[src/rtl/sseg_scan_driver_if.sv]
// Bundles the load/display signals of the 4-digit seven-segment scan driver.
// master drives the digit data and blink request; slave is the driver itself.
interface sseg_scan_driver_if;
    logic        load;
    logic [15:0] din;
    logic [3:0]  dp_in;
    logic [3:0]  blank_in;
    logic        blink;
    logic [3:0]  an;
    logic [7:0]  sseg;
    logic        frame_tick;

    modport master (
        output load, din, dp_in, blank_in, blink,
        input  an, sseg, frame_tick
    );

    modport slave (
        input  load, din, dp_in, blank_in, blink,
        output an, sseg, frame_tick
    );
endinterface

[src/rtl/sseg_scan_driver.sv]
// Purpose: time-multiplexed 4-digit hex seven-segment driver; optional blink via SSEG_BLINK_EN.
// Latency: a load shows on sseg the cycle after the capturing edge; all outputs decode registered state.
// Backpressure: none; load is accepted every cycle and the scan free-runs.
module sseg_scan_driver #(
    parameter int REFRESH_DVSR = 4,
    parameter int BLINK_FRAMES = 2
) (
    input logic              clk,
    input logic              reset,
    sseg_scan_driver_if.slave bus
);
    localparam int CW = $clog2(REFRESH_DVSR);
    localparam logic [CW-1:0] CNT_MAX = CW'(REFRESH_DVSR - 1);

    logic [CW-1:0] cnt;
    logic [1:0]    slot;
    logic [15:0]   dig_reg;
    logic [3:0]    dp_reg;
    logic [3:0]    blank_reg;
    logic          cnt_wrap;
    logic          dark;
    logic [3:0]    cur_dig;
    logic [6:0]    seg7;

    assign cnt_wrap = (cnt == CNT_MAX);

    always_ff @(posedge clk) begin
        if (reset) begin
            cnt       <= '0;
            slot      <= 2'd0;
            dig_reg   <= 16'h0000;
            dp_reg    <= 4'b0000;
            blank_reg <= 4'b0000;
        end else begin
            if (bus.load) begin
                dig_reg   <= bus.din;
                dp_reg    <= bus.dp_in;
                blank_reg <= bus.blank_in;
            end
            if (cnt_wrap) begin
                cnt  <= '0;
                slot <= slot + 2'd1;
            end else begin
                cnt  <= cnt + CW'(1);
            end
        end
    end

    assign bus.frame_tick = cnt_wrap && (slot == 2'd3);

`ifdef SSEG_BLINK_EN
    localparam int FW = $clog2(BLINK_FRAMES + 1);
    localparam logic [FW-1:0] FRAME_MAX = FW'(BLINK_FRAMES - 1);

    logic [FW-1:0] frame_cnt;
    logic          blink_phase;

    // Held at zero while blink is low so the display is visible as soon as blink rises.
    always_ff @(posedge clk) begin
        if (reset || !bus.blink) begin
            frame_cnt   <= '0;
            blink_phase <= 1'b0;
        end else if (bus.frame_tick) begin
            if (frame_cnt == FRAME_MAX) begin
                frame_cnt   <= '0;
                blink_phase <= ~blink_phase;
            end else begin
                frame_cnt   <= frame_cnt + FW'(1);
            end
        end
    end

    assign dark = blink_phase;
`else
    logic unused_blink;
    assign unused_blink = bus.blink;
    assign dark         = 1'b0;
`endif

    assign cur_dig = dig_reg[{slot, 2'b00} +: 4];

    always_comb begin
        seg7 = 7'b1111111;
        case (cur_dig)
            4'h0: seg7 = 7'b1000000;
            4'h1: seg7 = 7'b1111001;
            4'h2: seg7 = 7'b0100100;
            4'h3: seg7 = 7'b0110000;
            4'h4: seg7 = 7'b0011001;
            4'h5: seg7 = 7'b0010010;
            4'h6: seg7 = 7'b0000010;
            4'h7: seg7 = 7'b1111000;
            4'h8: seg7 = 7'b0000000;
            4'h9: seg7 = 7'b0010000;
            4'hA: seg7 = 7'b0001000;
            4'hB: seg7 = 7'b0000011;
            4'hC: seg7 = 7'b1000110;
            4'hD: seg7 = 7'b0100001;
            4'hE: seg7 = 7'b0000110;
            4'hF: seg7 = 7'b0001110;
            default: seg7 = 7'b1111111;
        endcase
    end

    always_comb begin
        bus.sseg = {~dp_reg[slot], seg7};
        if (blank_reg[slot] || dark) begin
            bus.sseg = 8'hFF;
        end
    end

    assign bus.an = ~(4'b0001 << slot);
endmodule
[src/flat_wrapper.sv]
// flat-port wrapper written by rule: the top's interface ports become plain ports
module sseg_scan_driver_flat 
#(
    parameter int REFRESH_DVSR = 4,
    parameter int BLINK_FRAMES = 2
)
  (clk, reset, bus_load, bus_din, bus_dp_in, bus_blank_in, bus_blink, bus_an, bus_sseg, bus_frame_tick);
  sseg_scan_driver_if bus_i ();
  input logic clk;
  input logic reset;
  input wire logic [$bits(bus_i.load)-1:0] bus_load;
  input wire logic [$bits(bus_i.din)-1:0] bus_din;
  input wire logic [$bits(bus_i.dp_in)-1:0] bus_dp_in;
  input wire logic [$bits(bus_i.blank_in)-1:0] bus_blank_in;
  input wire logic [$bits(bus_i.blink)-1:0] bus_blink;
  output wire logic [$bits(bus_i.an)-1:0] bus_an;
  output wire logic [$bits(bus_i.sseg)-1:0] bus_sseg;
  output wire logic [$bits(bus_i.frame_tick)-1:0] bus_frame_tick;
  assign bus_i.load = bus_load;
  assign bus_i.din = bus_din;
  assign bus_i.dp_in = bus_dp_in;
  assign bus_i.blank_in = bus_blank_in;
  assign bus_i.blink = bus_blink;
  assign bus_an = bus_i.an;
  assign bus_sseg = bus_i.sseg;
  assign bus_frame_tick = bus_i.frame_tick;
  sseg_scan_driver #(.REFRESH_DVSR(REFRESH_DVSR), .BLINK_FRAMES(BLINK_FRAMES)) u_core (.clk(clk), .reset(reset), .bus(bus_i));
endmodule
[config.mk]
export PLATFORM = sky130hd
export DESIGN_NAME = sseg_scan_driver_flat
export DESIGN_NICKNAME = d
export VERILOG_FILES = /design/src/rtl/sseg_scan_driver_if.sv /design/src/rtl/sseg_scan_driver.sv /design/src/flat_wrapper.sv
export SDC_FILE = /design/constraint.sdc
export NUM_CORES = 1
export LEC_CHECK = 0
export BUFFER_PORTS_ARGS = -buffer_cell sky130_fd_sc_hd__buf_2
export CAP_MARGIN = 10
export CORE_AREA = 2 2 61 63
export CTS_CLUSTER_DIAMETER = 40
export DETAILED_ROUTE_END_ITERATION = 8
export DIE_AREA = 0 0 63 65
export GPL_ROUTABILITY_DRIVEN = 1
export PLACE_DENSITY = 0.68
export SYNTH_ARGS = -nofsm -noshare
export SYNTH_HDL_FRONTEND = slang
export SYNTH_SLANG_ARGS = --single-unit
[constraint.sdc]
create_clock -name clk -period 3.8 [get_ports clk]
set_clock_uncertainty 0.2 [all_clocks]
set_input_delay 0.38 -clock clk [delete_from_list [all_inputs] [get_ports clk]]
set_output_delay 0.38 -clock clk [all_outputs]
set_load 0.005 [all_outputs]
# Word level (Yosys, flattened, before mapping)
# Memories as Yosys holds them, arrays and structs flattened.
# Index checks and enable logic that the tools add are counted.
# classes
n_addsub	2
reduce_logical	2
n_mux	5
n_lt_le_gt_ge	1
n_bitwise	2
eq_ne	2
shift	2
# ops
cell	count
16-bit by 5-bit variable part select with 4-bit output	1
8-bit 2-to-1 mux	1
2-bit by 1-bit adder with 2-bit output, second input constant	2
1-bit binary-select mux with 2-bit select	2
2-bit equality test, second input constant	2
4-bit NOT	1
1-bit by 2-bit << shifter with 4-bit output, first input constant	1
2-bit by 3-bit less-than comparator with 1-bit output, second input constant	1
1-bit 2-to-1 mux	2
2-bit OR reduction	1
1-bit logical AND	1
1-bit NOT	1
# totals
memories	1
romBits	112
output_inout_bits	13
register_bits	28
elab_cells	22
in_bits	28
# memory_table
name	words	width	read_ports	rd_clocked_by_memory_dff	write_ports	line_no	text
(name not given)	16	7	1	0	0	sseg_scan_driver.sv:84	case (cur_dig)

# Longest topological paths before layout
# depth
ltp_word	4
mapped_depth	7
depth_no_buf	6

# Least setup slack after synthesis
# Ideal clock, no wire load.
# synth_path
path_kind	reg2out
startpoint	reg u_core.slot[1]
endpoint	out bus_sseg[6]
stages_incl_launch_ff	6
required_time_ns	3.220
arrival_time_ns	1.859
n_path_buf	1
path_slack_ns	1.361
path_cell_list	dfxtp_1 buf_6 mux4_2 ha_1 mux2_4 a211o_1
# synth_via
elab_chain_cells	3
elab_cells_between_ends	5
classes_between	1 x shift; 3 x mux; 1 x memory
# synth_lines
element	line_no	text
from (decl)	sseg_scan_driver.sv:16	logic [1:0] slot;
from (signal assigned)	sseg_scan_driver.sv:42	slot <= slot + 2'd1;
16-bit by 5-bit variable part select with 4-bit output or 1-bit binary-select mux with 2-bit select (tied branches)	sseg_scan_driver.sv:80, sseg_scan_driver.sv:107	
memory 16 x 7 bit or 1-bit 2-to-1 mux (tied branches)	--	
8-bit 2-to-1 mux *	sseg_scan_driver.sv:107	if (blank_reg[slot] || dark) begin
to (decl)	flat_wrapper.sv:17	output wire logic [$bits(bus_i.sseg)-1:0] bus_sseg;
# Every way passes the cells marked *; elsewhere a longest branch is shown, timed or not. The select of a mux whose other input is x is not followed.

# Worst setup path in the final report
# Ends and elaborated chain as after synthesis.

==> results.yml <==
clock_network:
  cts_hold_buf: 0
  clk_pin_slew_ps: 130
  worstSkewPairLatency_ps: 320
  ctsResizeCount: 0
  cts.sinks: 28
  postCtsSetupBuffers: 0
  clock_path_buffers: 2
  cts_made_buffers: 3
  clock-root-buffer: "clkbuf_4"
  cts_tree: "built"
  htree_num_levels: 1
cells_and_area:
  largest_reg_flops: 16
  fillers: 355
  seqCellArea_sq_um: 561
  diodes: 0
  multi_input_area_sq_um: 841
  fin_area_sq_mm: 0.00173
  syn_to_final_growth_pct: 16.3
  drive_gt1_share_pct: 27.8
  stdcell_count: 228
  nets: 220
synthesis:
  yosysSeqAreaShare_pct: 37.6
  ys_top_cells_by_area: "dfxtp_1 (38%), mux2i_1 (19%), ha_1 (9.2%)"
  syn-cell-area_sq_mm: 0.00149
  synth.distinct_cells: 26
  synth_top_cell_by_area: "dfxtp_1"
  syn_inst: 147
  yosysWarnings: 0
  syn_nets: 186
  synth_top_area_share_pct: 37.6
  ys_ff_latch: 28
  syn_area_per_cell_sq_um: 10.1
sta:
  hold_viol: 0
  maxSlewViolCount: 0
  setup_viol: 0
  tightest_slew_ps: 681
  rsz0062_at_grt: "false"
  finalCriticalPeriod_ps: 3180
  timing.final.crit_share_pct: 83.6
  fmax_mhz: 315
  slew-limit-headroom_pct: 54.6
  tns_ps: 0
hold_path:
  hp-class: "input pin to register"
  hold-path-endpoint: "u_core.dig_reg[5]$_SDFFE_PP0P_"
  min-delay-start: "bus_din[5]"
  hold_depth: 3
setup_path:
  r2r-end: "u_core.slot[1]$_SDFFE_PP0P_"
  endpoint_kind: "primary output"
  worstPathRequired_ps: 3220
  r2r-start: "u_core.slot[0]$_SDFFE_PP0P_"
  critical_path_arrival_ps: 2600
  path_max_fanout: 10
  critPathKind: "register to primary output"
  start_kind: "register"
  rrSetupSlack_ps: 2200
  r2r_cells: 4
place:
  gp_congestion: 0.790
  hpwl_um: 2150
  dp.cells: 224
  dpl_cell_area_sq_mm: 0.00170
  io_buffers: 39
drt:
  postRouteAntennaNets: 0
  vias: 1115
  drt-pass1-iter-count: 4
  vias_per_cell: 4.89
  remaining_drc_errors: 0
  drt_iter0_drc: 62
  wirelength_um: 2740
  wl_per_cell_um: 12.0
floorplanning:
  fp.dieH_um: 65
  die_w_um: 63
  start_util_pct: 42.7
  core.rowCount: 22
  core_sq_mm: 0.00350
  io_pins: 41
  die-area_sq_mm: 0.00410
run:
  cap_violations: 0
power_and_ir_drop:
  power_density_mw_per_mm2: 341
  vdd_drop_max_mv: 0.264
  total_power_uw: 592
  p_leak_uw: 0.000813
global_route:
  globalRouteOverflowTotal: 0
  grt_pass1_wl_um: 4650
  grt_pass1_vias: 1101
  track_usage_pct: 14.4
  grt_max_degree: 29
  antenna_found_initial: 0
run_status:
  status: "finished, final reports clean"
==> cell usage in the layout (no fill, tap or decap), types with 2 or more instances in the layout <==
cell and n:
a211o_1 2, mux4_2 6, nor4b_1 2, nand2b_1 2, ha_1 11, nor3_1 2
dfxtp_1 28, buf_2 39, clkbuf_4 3, o221ai_1 2, nor2_1 28, inv_1 11
xnor2_1 2, nand2_1 3, mux2i_1 29
==> cells in the mapped netlist, drive strengths merged <==
cell type and n:
buf 7, and2 1, nor4b 2, mux2i 29, a32oi 1, nor2 28, inv 11, mux2 1
a211oi 1, a31oi 1, o221ai 2, nor2b 1, nor3b 1, dfxtp 28, mux4 6, a211o 2
nor3 2, nand2 3, and3 1, ha 11, xnor2 2, nand2b 2, o21ai 1, clkbuf 3
==> how the worst max path moves through the flow <==
stage	slack, ps	start	cells past startpoint	endpoint
2_1_floorplan	1360	u_core.slot[1]$_SDFFE_PP0P_	5	bus_sseg[6]
3_3_place_gp	980	u_core.slot[1]$_SDFFE_PP0P_	5	bus_sseg[6]
3_5_place_dp	960	u_core.slot[1]$_SDFFE_PP0P_	5	bus_sseg[6]
4_1_cts	580	u_core.slot[1]$_SDFFE_PP0P_	5	bus_sseg[6]
5_1_grt	450	u_core.slot[1]$_SDFFE_PP0P_	7	bus_sseg[1]
6_report	620	u_core.slot[1]$_SDFFE_PP0P_	5	bus_sseg[6]
==> power breakdown <==
| part | leakage [uW] | internal, uW | switching [uW] |
|---|---|---|---|
| sequential | 0.000231 | 312 | 11.8 |
| combinational | 0.000561 | 66.7 | 62.8 |
| clock | 0.0000210 | 58.6 | 79.5 |
==> routing by layer <==
| layer | wire length [um] | vias to the layer above | global-route usage [%] |
|---|---|---|---|
| met2 | 1360 | 30 | 27.3 |
| met1 | 1200 | 516 | 15.7 |
| met3 | 137 | 5 | 2.78 |
| met5 | 0 | - | 0 |
| li1 | - | 564 | - |
| met4 | 42 | 0 | 5.83 |
==> cell type report <==
class                   count  area share (%)
repair buffers             39            11.3
multi-input cells          98            48.5
well taps                  48            3.46
clock buffers               4            2.09
flip-flops and latches     28            32.3
inverters                  11            2.38
==> worst max-delay path, cell delays in order (launching register included) <==
cell and delay (ps):
dfxtp_1 650, mux4_2 660, ha_1 280, mux2_4 280, a211o_1 280, buf_2 120
==> stage by stage <==
stage	hold WS, ps	setup slack (ps)	utilization, %
2_1_floorplan	204	1360	-
3_3_place_gp	212	979	48.6
3_5_place_dp	225	964	48.6
4_1_cts	74.8	582	49.6
5_1_grt	66.9	451	49.6
6_report	85.1	622	49.6
==> cells by family after synthesis <==
group,after synthesis,synth area share (%)
and+or+nand+nor,41,12.2
buffers and inverters,21,6.04
xor gates and xnor gates,2,1.17
muxes,36,29.5
AOI/OAI and AO/OA,8,4.20
DFF,28,37.6
adders and majority gates,11,9.23
Power figures use the tool's default switching activity.
